## src/rtl/wide_add_seq_pkg.sv

```systemverilog
// Shared definitions for the limb-serial wide adder: limb width and FSM states.
package wide_add_seq_pkg;

  localparam int unsigned LIMB_W = 16;

  typedef enum logic [1:0] {
    IDLE = 2'd0,
    RUN  = 2'd1,
    DONE = 2'd2
  } state_e;

endpackage

```

## src/rtl/limb_add16.sv

```systemverilog
// Combinational 16-bit limb adder with Kogge-Stone carry generation.
module limb_add16
  import wide_add_seq_pkg::*;
(
  input  logic [LIMB_W-1:0] a,
  input  logic [LIMB_W-1:0] b,
  input  logic              cin,
  output logic [LIMB_W-1:0] sum,
  output logic              cout
);

  localparam int unsigned LEVELS = $clog2(LIMB_W);

  logic [LIMB_W-1:0] p;
  logic [LIMB_W-1:0] g;
  logic [LIMB_W-1:0] gp;

  // cin is folded into bit 0's generate so it reaches every prefix
  always_comb begin
    p  = a ^ b;
    g  = (a & b) | {{(LIMB_W-1){1'b0}}, p[0] & cin};
    gp = p;
    for (int unsigned lvl = 0; lvl < LEVELS; lvl++) begin
      g  = g | (gp & (g << (1 << lvl)));
      gp = gp & (gp << (1 << lvl));
    end
    sum  = p ^ {g[LIMB_W-2:0], cin};
    cout = g[LIMB_W-1];
  end

endmodule

```

## src/rtl/wide_add_seq.sv

```systemverilog
// Limb-serial W-bit add/subtract: one 16-bit limb per cycle through a single limb adder.
module wide_add_seq
  import wide_add_seq_pkg::*;
#(
  parameter int unsigned LIMBS = 4
) (
  input  logic                    clk,
  input  logic                    rst,
  input  logic                    in_valid,
  output logic                    in_ready,
  input  logic                    sub,
  input  logic [LIMB_W*LIMBS-1:0] a,
  input  logic [LIMB_W*LIMBS-1:0] b,
  output logic                    out_valid,
  input  logic                    out_ready,
  output logic [LIMB_W*LIMBS-1:0] sum,
  output logic                    carryout,
  output logic                    overflow
);

  localparam int unsigned W  = LIMB_W * LIMBS;
  localparam int unsigned KW = (LIMBS > 1) ? $clog2(LIMBS) : 1;

  state_e            state_q;
  state_e            state_d;
  logic              in_ready_d;
  logic              out_valid_d;
  logic [KW-1:0]     k_q;
  logic [W-1:0]      a_q;
  logic [W-1:0]      bx_q;
  logic              carry_q;
  logic              accept;
  logic              last_limb;
  logic [LIMB_W-1:0] a_limb;
  logic [LIMB_W-1:0] b_limb;
  logic [LIMB_W-1:0] limb_sum;
  logic              limb_cout;

  assign accept    = in_valid && in_ready;
  assign last_limb = (k_q == KW'(LIMBS - 1));

  always_ff @(posedge clk) begin
    if (rst) begin
      state_q   <= IDLE;
      in_ready  <= 1'b1;
      out_valid <= 1'b0;
    end else begin
      state_q   <= state_d;
      in_ready  <= in_ready_d;
      out_valid <= out_valid_d;
    end
  end

  always_comb begin
    state_d     = state_q;
    in_ready_d  = 1'b0;
    out_valid_d = 1'b0;
    case (state_q)
      IDLE:    if (accept) state_d = RUN;
      RUN:     if (last_limb) state_d = DONE;
      DONE:    if (out_ready) state_d = IDLE;
      default: state_d = IDLE;
    endcase
    in_ready_d  = (state_d == IDLE);
    out_valid_d = (state_d == DONE);
  end

  // Pick limb k of the captured operands
  always_comb begin
    a_limb = '0;
    b_limb = '0;
    for (int unsigned i = 0; i < LIMBS; i++) begin
      if (k_q == KW'(i)) begin
        a_limb = a_q[i*LIMB_W +: LIMB_W];
        b_limb = bx_q[i*LIMB_W +: LIMB_W];
      end
    end
  end

  limb_add16 u_limb (
    .a    (a_limb),
    .b    (b_limb),
    .cin  (carry_q),
    .sum  (limb_sum),
    .cout (limb_cout)
  );

  // bx_q holds b already inverted for subtraction; carry_q seeds the +1
  always_ff @(posedge clk) begin
    if (rst) begin
      k_q      <= '0;
      a_q      <= '0;
      bx_q     <= '0;
      carry_q  <= 1'b0;
      sum      <= '0;
      carryout <= 1'b0;
      overflow <= 1'b0;
    end else if (accept) begin
      a_q     <= a;
      bx_q    <= sub ? ~b : b;
      carry_q <= sub;
      k_q     <= '0;
    end else if (state_q == RUN) begin
      for (int unsigned i = 0; i < LIMBS; i++) begin
        if (k_q == KW'(i)) sum[i*LIMB_W +: LIMB_W] <= limb_sum;
      end
      carry_q <= limb_cout;
      k_q     <= last_limb ? '0 : k_q + KW'(1);
      if (last_limb) begin
        carryout <= limb_cout;
        overflow <= (a_q[W-1] == bx_q[W-1]) && (limb_sum[LIMB_W-1] != a_q[W-1]);
      end
    end
  end

endmodule

```

## config.mk

```make
export PLATFORM = sky130hd
export DESIGN_NAME = wide_add_seq
export DESIGN_NICKNAME = d
export VERILOG_FILES = /design/src/rtl/wide_add_seq_pkg.sv /design/src/rtl/limb_add16.sv /design/src/rtl/wide_add_seq.sv
export SDC_FILE = /design/constraint.sdc
export NUM_CORES = 1
export LEC_CHECK = 0
export ABC_AREA = 1
export ABC_CLOCK_PERIOD_IN_PS = 8450
export CORE_MARGIN = 3
export CORE_UTILIZATION = 51
export CTS_CLUSTER_DIAMETER = 120
export CTS_CLUSTER_SIZE = 20
export DETAILED_ROUTE_END_ITERATION = 16
export PLACE_DENSITY_LB_ADDON = 0.05
export RECOVER_POWER = 100
export SLEW_MARGIN = 20
export SYNTH_ARGS = -nofsm -noshare
export SYNTH_HDL_FRONTEND = slang
export SYNTH_SLANG_ARGS = --single-unit
```

## constraint.sdc

```tcl
create_clock -name clk -period 8.45 [get_ports clk]
set_input_delay 1.2675 -clock clk [delete_from_list [all_inputs] [get_ports clk]]
set_output_delay 1.2675 -clock clk [all_outputs]
set_load 0.05 [all_outputs]
```

==> results of run 1 <==
layout by cell type, fill, tap and decap left out, drive strengths merged, types with 2 or more instances in the layout:
cell type and instances:
a211oi 2, a21oi 105, a221oi 15, a22oi 17, and2 2, buf 9
clkbuf 17, clkdlybuf4s50 129, dfxtp 201, dlygate4sd3 69, fa 2, ha 19
inv 90, nand2 106, nand3 27, nor2 283, nor3 2, o21a 2
o21ai 226, o21bai 3, xnor2 64, xor2 9
kinds of logic (layout without fill, tap and decap cells):
logic type / after synthesis / in the layout / synth area share, %
xor+xnor: 73 / 73 / 6.91
simple gates: 422 / 422 / 18.3
compound gates: 374 / 374 / 21.2
fa+ha+maj: 21 / 21 / 2.93
buf+inv: 176 / 316 / 8.15
flops: 201 / 201 / 42.5
registers in the layout (all words and copies together) (netlist names):
| register | count |
|---|---|
| in_ready | 1 |
| carry_q | 1 |
| a_q | 64 |
| bx_q | 64 |
| state_q | 2 |
| carryout | 1 |
| k_q | 2 |
| out_valid | 1 |
| overflow | 1 |
| sum | 64 |
power by group:
part	internal, mW	switching, mW
Clock	0.324	0.326
Sequential	1.02	0.0367
Combinational	0.212	0.353
Total	1.55	0.716
per-layer routing:
layer  up-vias  track usage (%)  share of wire [%]
met5         -                0                  0
met2       255             36.6                 45
met4         0             5.50                2.4
li1       4407                -                  -
met1      3838             34.4                 47
met3        29             2.65                5.6
stage by stage:
stage               util (%)  instances
floorplan                  -       1267
global placement        63.0       1619
detailed placement      63.0       1619
CTS                     65.2       1636
global route            65.1       1636
finish                  65.1       1636
worst max path at each step:
stage / startpoint / to / slack [ns] / cells after the start
CTS: k_q[0]$_SDFFE_PP0P_ / carry_q$_SDFFE_PP0P_ / 4.27 / 21
detailed placement: k_q[0]$_SDFFE_PP0P_ / carry_q$_SDFFE_PP0P_ / 4.33 / 21
finish: in_valid / sum[19]$_SDFFE_PP0P_ / 2.59 / 10
floorplan: k_q[0]$_SDFFE_PP0P_ / carry_q$_SDFFE_PP0P_ / 5.54 / 22
global route: in_valid / sum[37]$_SDFFE_PP0P_ / 1.99 / 10
global placement: k_q[0]$_SDFFE_PP0P_ / carry_q$_SDFFE_PP0P_ / 4.33 / 21
critical path, stage by stage:
cell                            delay [ns]
sky130_fd_sc_hd__dlygate4sd3_1        0.53
sky130_fd_sc_hd__nand2_1              0.06
sky130_fd_sc_hd__clkbuf_1             1.51
sky130_fd_sc_hd__inv_4                0.63
sky130_fd_sc_hd__nor2_1               0.36
sky130_fd_sc_hd__clkinvlp_2           0.65
sky130_fd_sc_hd__nor2_8               0.58
sky130_fd_sc_hd__inv_1                0.29
sky130_fd_sc_hd__o21ai_0              0.26
sky130_fd_sc_hd__inv_1                0.06
layout make-up:
cell class	count	area (um2)	share of cell area, %
tap	229	287	2.43
timing repair buffer	208	2060	17.5
clock buffer	16	379	3.22
clock inverter	1	20.0	0.170
inverter	91	347	2.94
multi-input combinational	890	4660	39.6
sequential	201	4020	34.2
==> impl.org, run 1 <==
** Cells and area
- In the final design database the tool counted 1560 nets.
- Compared with the post-synthesis result, the final layout area differs by 24.3%.
- In the final layout, the share of cells above drive strength 1 is approximately 3.3%.
- Summing all non-filler instances in the final layout gives an area of 11800 um2.
- Number of inserted filler cells in the final layout :: around 1600
- The number of antenna diodes in the final layout is 0.

** Logic synthesis
- Ranking of synthesized cells by area :: sky130_fd_sc_hd__dfxtp_1 (42%), sky130_fd_sc_hd__nor2_1 (11%), sky130_fd_sc_hd__o21ai_0 (10%), sky130_fd_sc_hd__xnor2_1 (5.9%), sky130_fd_sc_hd__a21oi_1 (5.3%)
- Unique masters post-synth :: 39
- Mapped Area :: roughly 9500 um2
- List of most frequent post-synthesis cells :: sky130_fd_sc_hd__nor2_1 (275), sky130_fd_sc_hd__dfxtp_1 (201), sky130_fd_sc_hd__o21ai_0 (197)
- Count of mapped cells out of synthesis :: 1267
- Of all flip-flops after synthesis, the portion carrying an async set or reset was 0%.
- Main flop type after synthesis :: sky130_fd_sc_hd__dfxtp_1
- Of all cell types, the one taking the most synthesized area is sky130_fd_sc_hd__dfxtp_1.
- Proportion of synthesized chip area in sequential cells :: 42.5%
- Synthesis-stage register bit count :: 201
- Count of warnings emitted by yosys :: 0
- The synthesized design devotes to its leading area cell type 42.5% of total area.
- EDFF count, synth :: 0
- The number of nets in the synthesized netlist is approximately 1400.
- Dominant cell by count in the synthesized netlist :: sky130_fd_sc_hd__nor2_1
- A synthesized cell averages 7.48 um2.

** Global route
- Number of global-route vias before repair :: 7603
- Entering global routing, the biggest net connects around 140 pins.
- The first global-routing pass estimated 38.6 mm of wire.
- Total global routing overflow :: 0
- Tot GR Track Use :: 23.3%
- Number of antenna violations at the first check in global routing :: 0

** Status
- Violated checks :: max-capacitance violations, max-slew violations
- Status :: finished with violations

** Timing
- Max Transition Viols Final :: 68
- Setup repair after global routing left no endpoint under its margin.
- Across all setup checks in the final design, the least slack found is 2.59 ns.
- Number of failing hold endpoints at the final stage :: 0
- Derived from the worst setup path, the maximum achievable clock frequency is 171 MHz.
- Setup violations remaining at the end of the flow were counted as 0.
- The final critical path takes up between 60 and 70% of the cycle.
- At the pin with the least slew margin, the transition time is 2.13 ns.
- Final worst clock skew :: about 0.022 ns
- In the final timing run, aggregate negative setup slack is 0 ns.
- Worst-case hold slack :: 0.482 ns
- Final critical delay including setup and external delays :: 5.86 ns
- Measured against its own limit, the worst slew margin works out to -41.8%.

** Worst setup path
- Data required time of the critical path :: 8.82 ns
- Worst R2R Path Depth :: 9
- The startpoint identified for the worst register-to-register timing path is in_ready$_SDFF_PP1_.
- Of all nets on the critical path, the largest fanout is 67.
- STA classifies the critical path endpoint as a flop.
- STA classifies the critical path startpoint as a primary input.
- Worst-case register-to-register setup slack :: 3.61 ns
- Arrival time of the worst setup path :: between 6 and 7 ns
- The worst register-to-register path ends at sum[19]$_SDFFE_PP0P_.
- Start-to-end type of the worst setup path :: primary input to flop

** Worst hold path
- Counting instances, the worst hold path has a depth of 2.
- Worst hold path endpoint :: a_q[41]$_SDFFE_PP0P_
- The tightest min-delay check is of the flop to flop type.
- The worst hold path begins at a_q[41]$_SDFFE_PP0P_.

** Floorplan
- Die ar. :: roughly 20000 um2
- Die width :: ~140 um
- Die H :: 142 um
- Rows :: 49
- I/O pins :: about 200
- Initial cell density of the core :: 52.4%
- The region available for standard cell placement spans approximately 18000 um2.

** Routing
- Final Routed Wirelength :: 24.4 mm
- Wire length per cell :: between 10 and 15 um
- Antenna-violating nets left :: 0
- Post-DR vias/cell :: 5.21
- The first routing iteration left 602 violations.
- For this run, design rule violations remaining after detail routing come to 0.
- Across all layers, the routed design uses 8529 vias.
- First-pass iteration count of the detailed router :: 5

** CTS
- Number of setup buffers added after CTS :: 0
- H-Tree Level Count :: 1
- In this run, CTS created clock tree buffers numbering 14.
- Clock buffer depth :: 3
- In this run, post-CTS repair resized a total of 0 instances.
- Clock input transition at the sequential cells of the worst setup and hold paths :: 0.08 ns
- The cell sitting at the root of the clock tree is a sky130_fd_sc_hd__clkbuf_16.
- Count of clock tree sinks :: 201
- Source-to-sink clock delay at the later pin of the worst-skew pair :: 0.47 ns
- TritonCTS built the clock tree.
- Hold-fix buffers at CTS :: 0

** Power
- Power spread over the standard cell area amounts to 193 nW/um2.
- Total power for the finished layout comes to between 2 and 2.5 mW.
- Maximum vdd ir drop :: 181 uV
- The analysis attributes to cell leakage a power of between 5 and 6 nW.

** Place
- At the end of routability-driven placement, the weighted congestion stood at around 0.89.
- Once detailed placement completed, the half-perimeter wirelength came to 17.6 mm.
- At the placement stage, the worst setup path has a slack of approximately 4.3 ns.
- Total placed instance area :: 11400 um2
- Input and output buffers added on the ports amount to 200.

** Job
- Across the run, the number of max-cap violations was 1.
Power figures use the tool's default switching activity.
==> run 2: changes to the inputs <==
- ABC_CLOCK_PERIOD_IN_PS: 8450 -> 6150
- clock period: 8.45 -> 6.15 ns (I/O delays scaled with it)
==> run 2 against run 1 <==
Net effect:
- largest power group unchanged
- clock-buffer cell count unchanged
- register-to-register slack worse by 2.0 ns
- clock power rose by 38%
- sequential share of layout area is essentially flat
- sequential power is 38% higher
- combinational power increased by 37%
- the flow still finishes with violations (max-capacitance violations, max-slew violations)
- via count increased by 0.69%
==> impl.org, run 2 (same netlist as run 1, synthesis figures left out) <==
** Cells and area
- Number of antenna cells inserted :: 0 (unchanged)
- The relative area change from synthesis to final layout is 24.3% (about the same).
- Largest registers :: a_q: 64 flops, bx_q: 64 flops, sum: 64 flops
- The top cell types in the final layout, fill and taps aside, are sky130_fd_sc_hd__nor2_1 (275), sky130_fd_sc_hd__o21ai_0 (219), sky130_fd_sc_hd__dfxtp_1 (201).
- Layout net count :: 1559 (-0.064%)
- Fin cells :: 1635 (-0.061%)
- Most common cell after layout, fill and taps aside :: sky130_fd_sc_hd__nor2_1
- Share of post-route cells with drive strength above 1 :: 2.99% (-0.35 points)

** CTS
- CTS root buf :: sky130_fd_sc_hd__clkbuf_16
- Count of clock tree sinks :: 201 (unchanged)
- The hold-fix buffer count after cts came to 0 (unchanged).
- Number of setup buffers added after CTS :: 0 (unchanged)
- The clock insertion delay at the later pin of the skew report was 0.48 ns (about the same).
- TritonCTS built the clock tree.
- The maximum root-to-sink buffer count was 3 (unchanged).
- H-Tree Level Count :: 1 (unchanged)
- Total clock buffers created by CTS :: 14 (unchanged)
- The clock input transition at the sequential cells of the worst setup and hold paths came to 0.08 ns (about the same).
- The post-cts gate resize count is 0 (unchanged).

** Timing
- Final worst slack :: 1.63 ns (-0.962 ns)
- The setup TNS after final layout was 0 ns (unchanged).
- Final clock period utilization by the worst path :: between 70% and 80%
- The pin slew with the least headroom to its limit was 2.00 ns (-0.130 ns).
- Worst rel slew slack :: -33.9% (+7.9 points)
- Static timing analysis puts the maximum clock frequency at 221 MHz.
- Unrepaired setup endpoints after global routing :: false
- Number of failing hold endpoints at the final stage :: 0 (unchanged)
- The setup skew after layout is 0.0207 ns (-0.00159 ns).
- The smallest clock period supported by the final layout is computed as 4.52 ns.
- Max Transition Viols Final :: 75 (+10%)
- Worst-case hold slack :: 0.481 ns (-0.00154 ns)
- The number of setup violations in the final report was 0 (unchanged).

** Power
- The power per cell area was 265 nW/um2 (+38%).
- Leakage power :: 5.33 nW (+0.14%)
- Power, Total :: 3.12 mW (+38%)
- Maximum vdd ir drop :: 162 uV (-10%)

** Worst setup path
- The data arrival time at the worst-slack endpoint was 4.85 ns (-1.38 ns).
- The worst setup path is of the primary input to flop kind.
- The maximum fanout along the worst path was 74 (+10%).
- The worst endpoint required time was 6.48 ns (-2.34 ns).
- STA classifies the critical path endpoint as a flop.
- The worst setup path is launched from a primary input.

** Floorplan
- Die width :: 142 um (unchanged)
- The number of primary I/O pins was 201 (unchanged).
- Rows :: 49 (unchanged)
- The die outline area is 20300 um2 (unchanged).
- Die H :: 142 um (unchanged)
- Core area :: 18100 um2 (unchanged)
- Initial cell density of the core :: 52.4% (unchanged)

** Place
- The post-DP HPWL came to 17.9 mm (+1.7%).
- Cell total after placement :: 1617 (-0.12%)
- Gpl congestion :: 0.907 (+2.3%)
- Count of buffers inserted at the top-level ports :: 200 (unchanged)
- The pre-CTS setup slack is 2.08 ns (-2.25 ns).

** Global route
- Total global routing overflow :: 0 (unchanged)
- Pin count of the biggest net entering global routing :: 119 (-16%)
- Number of global-route vias before repair :: 7699 (+1.3%)
- The number of antenna violations at the first check in global routing was 0 (unchanged).
- Tot GR Track Use :: 24.0% (+0.75 points)
- The first-pass GRT wire length came to 39.6 mm (+2.4%).

** Worst hold path
- In this run the worst hold path is classified as flop to flop.

** Routing
- Residual DRC count :: 0 (unchanged)
- Post-DR vias/cell :: 5.25 (+0.75%)
- The average detailed-routed wire length per instance was 15.4 um (+3.1%).
- Vias post-DR :: 8588 (+0.69%)
- The number of DRC markers in iteration 0 is 665 (+10%).
- The number of nets with antenna violations after detailed routing is 0 (unchanged).
- Final Routed Wirelength :: 25.1 mm (+3.1%)
- The number of detailed-routing iterations run before antenna repair came to 5 (unchanged).

** Job
- Number of violations of the max-capacitance limit :: 1 (unchanged)

** Status
- Violated checks :: max-capacitance violations, max-slew violations
- The flow ran to the end, but the final reports show violations.
==> run 2: report_power, final <==
group / internal, mW / leakage (nW) / switching (mW)
clock network: 0.446 / 0.196 / 0.451
logic: 0.290 / 3.48 / 0.485
registers: 1.40 / 1.65 / 0.0547
total: 2.13 / 5.33 / 0.991
==> run 2: layer usage <==
metal,vias up,global-route usage [%],wire (um),part of all wire (%)
li1,4402,-,-,-
met1,3866,35.4,11700,47
met2,286,37.1,11100,44
met3,34,3.33,1690,6.7
met4,0,6.75,610,2.4
met5,-,0,0,0
==> run 2: metrics by stage <==
stage               cell area (um2)  utilization [%]
global route                  11800             65.1
CTS                           11800             65.2
detailed placement            11400             62.9
finish                        11800             65.1
floorplan                      9480                -
global placement              11400             62.9
==> run 2: layout make-up <==
cell class	count	area (um2)
tap	229	287
multi-input combinational	890	4650
sequential	201	4020
inverter	91	350
clock inverter	1	20.0
clock buffer	16	379
timing repair buffer	207	2060
fill	1656	6310
==> run 2: worst max-delay path: stages <==
cell and delay [ns]:
sky130_fd_sc_hd__buf_2 0.78, sky130_fd_sc_hd__clkinvlp_2 1.93, sky130_fd_sc_hd__buf_4 0.91, sky130_fd_sc_hd__o21ai_0 0.18
sky130_fd_sc_hd__a21oi_1 0.06
==> run 2: final timing paths <==
kind | from | end | slack [ns] | cells past startpoint
setup / recovery | rst | bx_q[20]$_SDFFE_PP0P_ | 1.63 | 5
hold / removal | a_q[38]$_SDFFE_PP0P_ | a_q[38]$_SDFFE_PP0P_ | 0.48 | 2
setup reg to reg | k_q[0]$_SDFFE_PP0P_ | carry_q$_SDFFE_PP0P_ | 1.64 | 21
hold reg to reg | a_q[38]$_SDFFE_PP0P_ | a_q[38]$_SDFFE_PP0P_ | 0.48 | 2
==> run 3: changes to the inputs <==
- ABC_CLOCK_PERIOD_IN_PS: 6150 -> 4200
- clock period: 6.15 -> 4.2 ns (I/O delays scaled with it)
==> run 3 against run 2 <==
Net effect:
- the flow still finishes with violations (max-capacitance violations, max-slew violations)
- largest power group unchanged
- non-clock buffer count grew 5
- critical endpoint is now sum[10]$_SDFFE_PP0P_
- sequential share of layout area shrank 0.051 points
- clock skew up 0.0013 ns
- highest routed layer unchanged
- routed wire length up 3.2%
- register-to-register slack worse by 1.1 ns
- core utilization grew 0.097 points
- cell area increased by 0.15%
- clock power rose by 47%
- combinational power increased by 48%
- largest cell class unchanged
- first-iteration DRC count rose by 8.9%
==> impl.org, run 3 (same netlist as run 1, synthesis figures left out) <==
** Worst setup path
- Kind of end point of the critical path :: flop
- Tracing the worst setup path back leads to its startpoint at k_q[0]$_SDFFE_PP0P_.
- Delay of the slowest cell on the worst path :: 0.53 ns (-1.40 ns)
- Crit Reg-Reg Endpoint :: sum[10]$_SDFFE_PP0P_
- In this run the worst setup path terminates at sum[10]$_SDFFE_PP0P_.
- The number of cells traversed by the worst register-to-register path was 16 (-24%).
- Worst-case register-to-register setup slack :: 0.56 ns (-1.08 ns)
- The startpoint identified for the worst register-to-register timing path is k_q[0]$_SDFFE_PP0P_.
- STA classifies the critical path startpoint as a flop.
- Data required time of the critical path :: 4.62 ns (-1.86 ns)
- The maximum fanout along the worst path was 30 (-59%).
- Among the stages of the critical path, the cell type that occurs most often is sky130_fd_sc_hd__nand2_1.
- Start-to-end type of the worst setup path :: flop to flop
- Arrival time of the worst setup path :: 4.06 ns (-0.79 ns)
- Among all stages on the critical path, the largest delay is contributed by sky130_fd_sc_hd__clkbuf_2.
- Walking the worst path, the cells encountered are inv_1, ha_1, inv_1, clkbuf_2, nand2_1, o21ai_0, a21oi_1, fa_1, nand2_1, nand2_1, nand3b_1, nand2_1, a21oi_1, xor2_1, o21ai_1, inv_1.

** CTS
- Clock tree from TritonCTS :: built
- The maximum root-to-sink buffer count was 3 (unchanged).
- H-Tree Level Count :: 1 (unchanged)
- The CTS buffer count came to 14 (unchanged).
- The hold-fix buffer count after cts came to 0 (unchanged).
- The clock insertion delay at the later pin of the skew report was 0.48 ns (about the same).
- The post-cts gate resize count is 0 (unchanged).
- The post-CTS setup repair buffer count came to 0 (unchanged).
- CTS root buf :: sky130_fd_sc_hd__clkbuf_16
- The number of sinks driven by the clock tree was 201 (unchanged).
- The clock input transition at the sequential cells of the worst setup and hold paths was 0.08 ns (about the same).

** Timing
- The setup skew after layout was 0.0220 ns (+0.00132 ns).
- The count of final hold-check violations came to 0 (unchanged).
- The post-route worst setup slack is 0.556 ns (-1.07 ns).
- Timing would allow up to 274 MHz.
- Max Transition Viols Final :: 55 (-27%)
- Count of final setup violators :: 0 (unchanged)
- Counting I/O delays and the setup requirement, the final critical path takes 3.64 ns.
- Setup repair after global routing left no endpoint under its margin.
- Sum of negative setup slack :: 0 ns (unchanged)
- The normalized max-slew margin came to -8.05% (+26 points).
- Slew at the pin closest to its max-slew limit :: 1.61 ns (-0.385 ns)
- Final clock period utilization by the worst path :: 86.8%

** Power
- The total power consumption of the routed design came to 4.60 mW (+47%).
- The internal portion of total power came to 3.13 mW (+46%).
- The fraction of power spent switching nets was 32.0% (+0.29 points).
- The worst supply voltage drop on vdd came to 241 uV (+48%).
- The part of the total power dissipated in combinational logic is 25.0% (+0.2 points).
- The power per cell area was 390 nW/um2 (+47%).
- Sequential share of power :: 46.3% (-0.2 points)
- Clk pwr share :: 28.7% (about the same)
- The net load switching power is 1.47 mW (+48%).
- The total leakage power is 5.35 nW (+0.25%).

** Cells and area
- Number of inserted filler cells in the final layout :: 1662 (+0.36%)
- Number of antenna cells inserted :: 0 (unchanged)
- The final instance area came to 11800 um2 (+0.15%).
- The area growth from synthesis to layout is 24.4%.
- Layout net count :: 1564 (+0.32%)
- The largest registers in the layout are a_q: 64 flops, bx_q: 64 flops, sum: 64 flops.
- Most common cell after layout, fill and taps aside :: sky130_fd_sc_hd__nor2_1
- Share of post-route cells with drive strength above 1 :: 3.40% (+0.41 points)
- Leaving out fill and tap cells, the most frequent cells in the layout are sky130_fd_sc_hd__nor2_1 (275), sky130_fd_sc_hd__o21ai_0 (216), sky130_fd_sc_hd__dfxtp_1 (201).
- Core utilization of the finished layout :: 65.2% (+0.097 points)

** Worst hold path
- WHS Path Cells :: 2 (unchanged)
- The path class of the tightest hold or removal check is flop to flop.

** Status
- The final reports fail on max-capacitance violations, max-slew violations.
- Status :: finished with violations

** Routing
- Wire length per cell :: 15.8 um (+2.9%)
- DRC marker count from the first detailed-route iteration :: 724 (+8.9%)
- The routed via count divided by cell count is 5.30 (+0.87%).
- Vias post-DR :: 8689 (+1.2%)
- The number of nets with antenna violations after detailed routing was 0 (unchanged).
- Final Routed Wirelength :: 25.9 mm (+3.2%)
- The number of DRC violations after detailed routing was 0 (unchanged).
- First-pass iteration count of the detailed router :: 5 (unchanged)

** Global route
- The number of global-route vias before repair came to 7982 (+3.7%).
- Global-route wire length before repair :: 41.2 mm (+4.0%)
- The number of antenna violations at the first check in global routing was 0 (unchanged).
- Total global routing overflow :: 0 (unchanged)
- The overall track demand over capacity in global routing is 25.0% (+0.97 points).
- The largest net degree at the start of global routing is 90 (-24%).

** Job
- Number of violations of the max-capacitance limit :: 1 (unchanged)

** Place
- DP HPWL :: 18.6 mm (+4.1%)
- The global placement routability congestion came to 0.910 (+0.31%).
- Total placed instance area :: 11400 um2 (+0.46%)
- The count of buffers inserted at the top-level ports was 200 (unchanged).
- The pre-CTS setup slack came to 0.701 ns (-1.37 ns).

** Floorplan
- I/O pins :: 201 (unchanged)
- Die width :: 142 um (unchanged)
- The count of standard-cell rows is 49 (unchanged).
- The core footprint was 18100 um2 (unchanged).
- The die outline area came to 20300 um2 (unchanged).
- The chip height was 142 um (unchanged).
- The effective utilization at floorplan was 52.4% (unchanged).
-- run 3: worst min-delay path by stage --
stage / endpoint / slack (ns) / start
after global placement: a_q[48]$_SDFFE_PP0P_ / 0.45 / a_q[48]$_SDFFE_PP0P_
after detailed placement: a_q[40]$_SDFFE_PP0P_ / 0.47 / a_q[40]$_SDFFE_PP0P_
after floorplan: a_q[33]$_SDFFE_PP0P_ / 0.45 / a_q[33]$_SDFFE_PP0P_
final: a_q[40]$_SDFFE_PP0P_ / 0.48 / a_q[40]$_SDFFE_PP0P_
after CTS: a_q[40]$_SDFFE_PP0P_ / 0.49 / a_q[40]$_SDFFE_PP0P_
after global routing: a_q[41]$_SDFFE_PP0P_ / 0.51 / a_q[41]$_SDFFE_PP0P_
-- run 3: critical path: cells and delay by family (launching register included) --
family                   cells  cell delay, ns
adder cells (fa/ha/maj)      2            0.67
AND/OR/NAND/NOR              5            0.46
AO/OA/AOI/OAI                4            0.55
buffers and inverters        4            1.15
flip-flops                   1            0.37
XOR/XNOR                     1            0.37
-- run 3: through the flow --
| step | hold WS [ns] | std cells |
|---|---|---|
| after CTS | 0.485 | 1640 |
| after global routing | 0.510 | 1640 |
| final | 0.480 | 1640 |
| after detailed placement | 0.466 | 1623 |
| after floorplan | 0.450 | 1267 |
| after global placement | 0.455 | 1623 |
-- run 3: layout make-up --
| class | count | area (um2) | area share, % |
|---|---|---|---|
| multi-input combinational | 890 | 4660 | 39.5 |
| timing repair buffer | 212 | 2070 | 17.6 |
| tap | 229 | 287 | 2.43 |
| clock buffer | 16 | 379 | 3.22 |
| clock inverter | 1 | 20.0 | 0.170 |
| sequential | 201 | 4020 | 34.1 |
| inverter | 91 | 350 | 2.97 |
-- run 3: layer usage --
metal | GRT usage [%] | part of all wire (%) | vias to the layer above
li1 | - | - | 4415
met3 | 3.97 | 6.4 | 44
met1 | 35.0 | 45 | 3934
met5 | 0 | 0 | -
met2 | 40.5 | 46 | 296
met4 | 6.45 | 2.3 | 0
-- run 3: power by group through the flow --
stage / clock, mW / sequential (mW) / combinational [mW]
2_1_floorplan: 0 / 2.22 / 0.702
3_3_place_gp: 0 / 2.17 / 1.15
4_1_cts: 1.34 / 2.13 / 1.17
3_5_place_dp: 0 / 2.17 / 1.16
5_1_grt: 1.40 / 2.14 / 1.27
6_report: 1.32 / 2.13 / 1.15
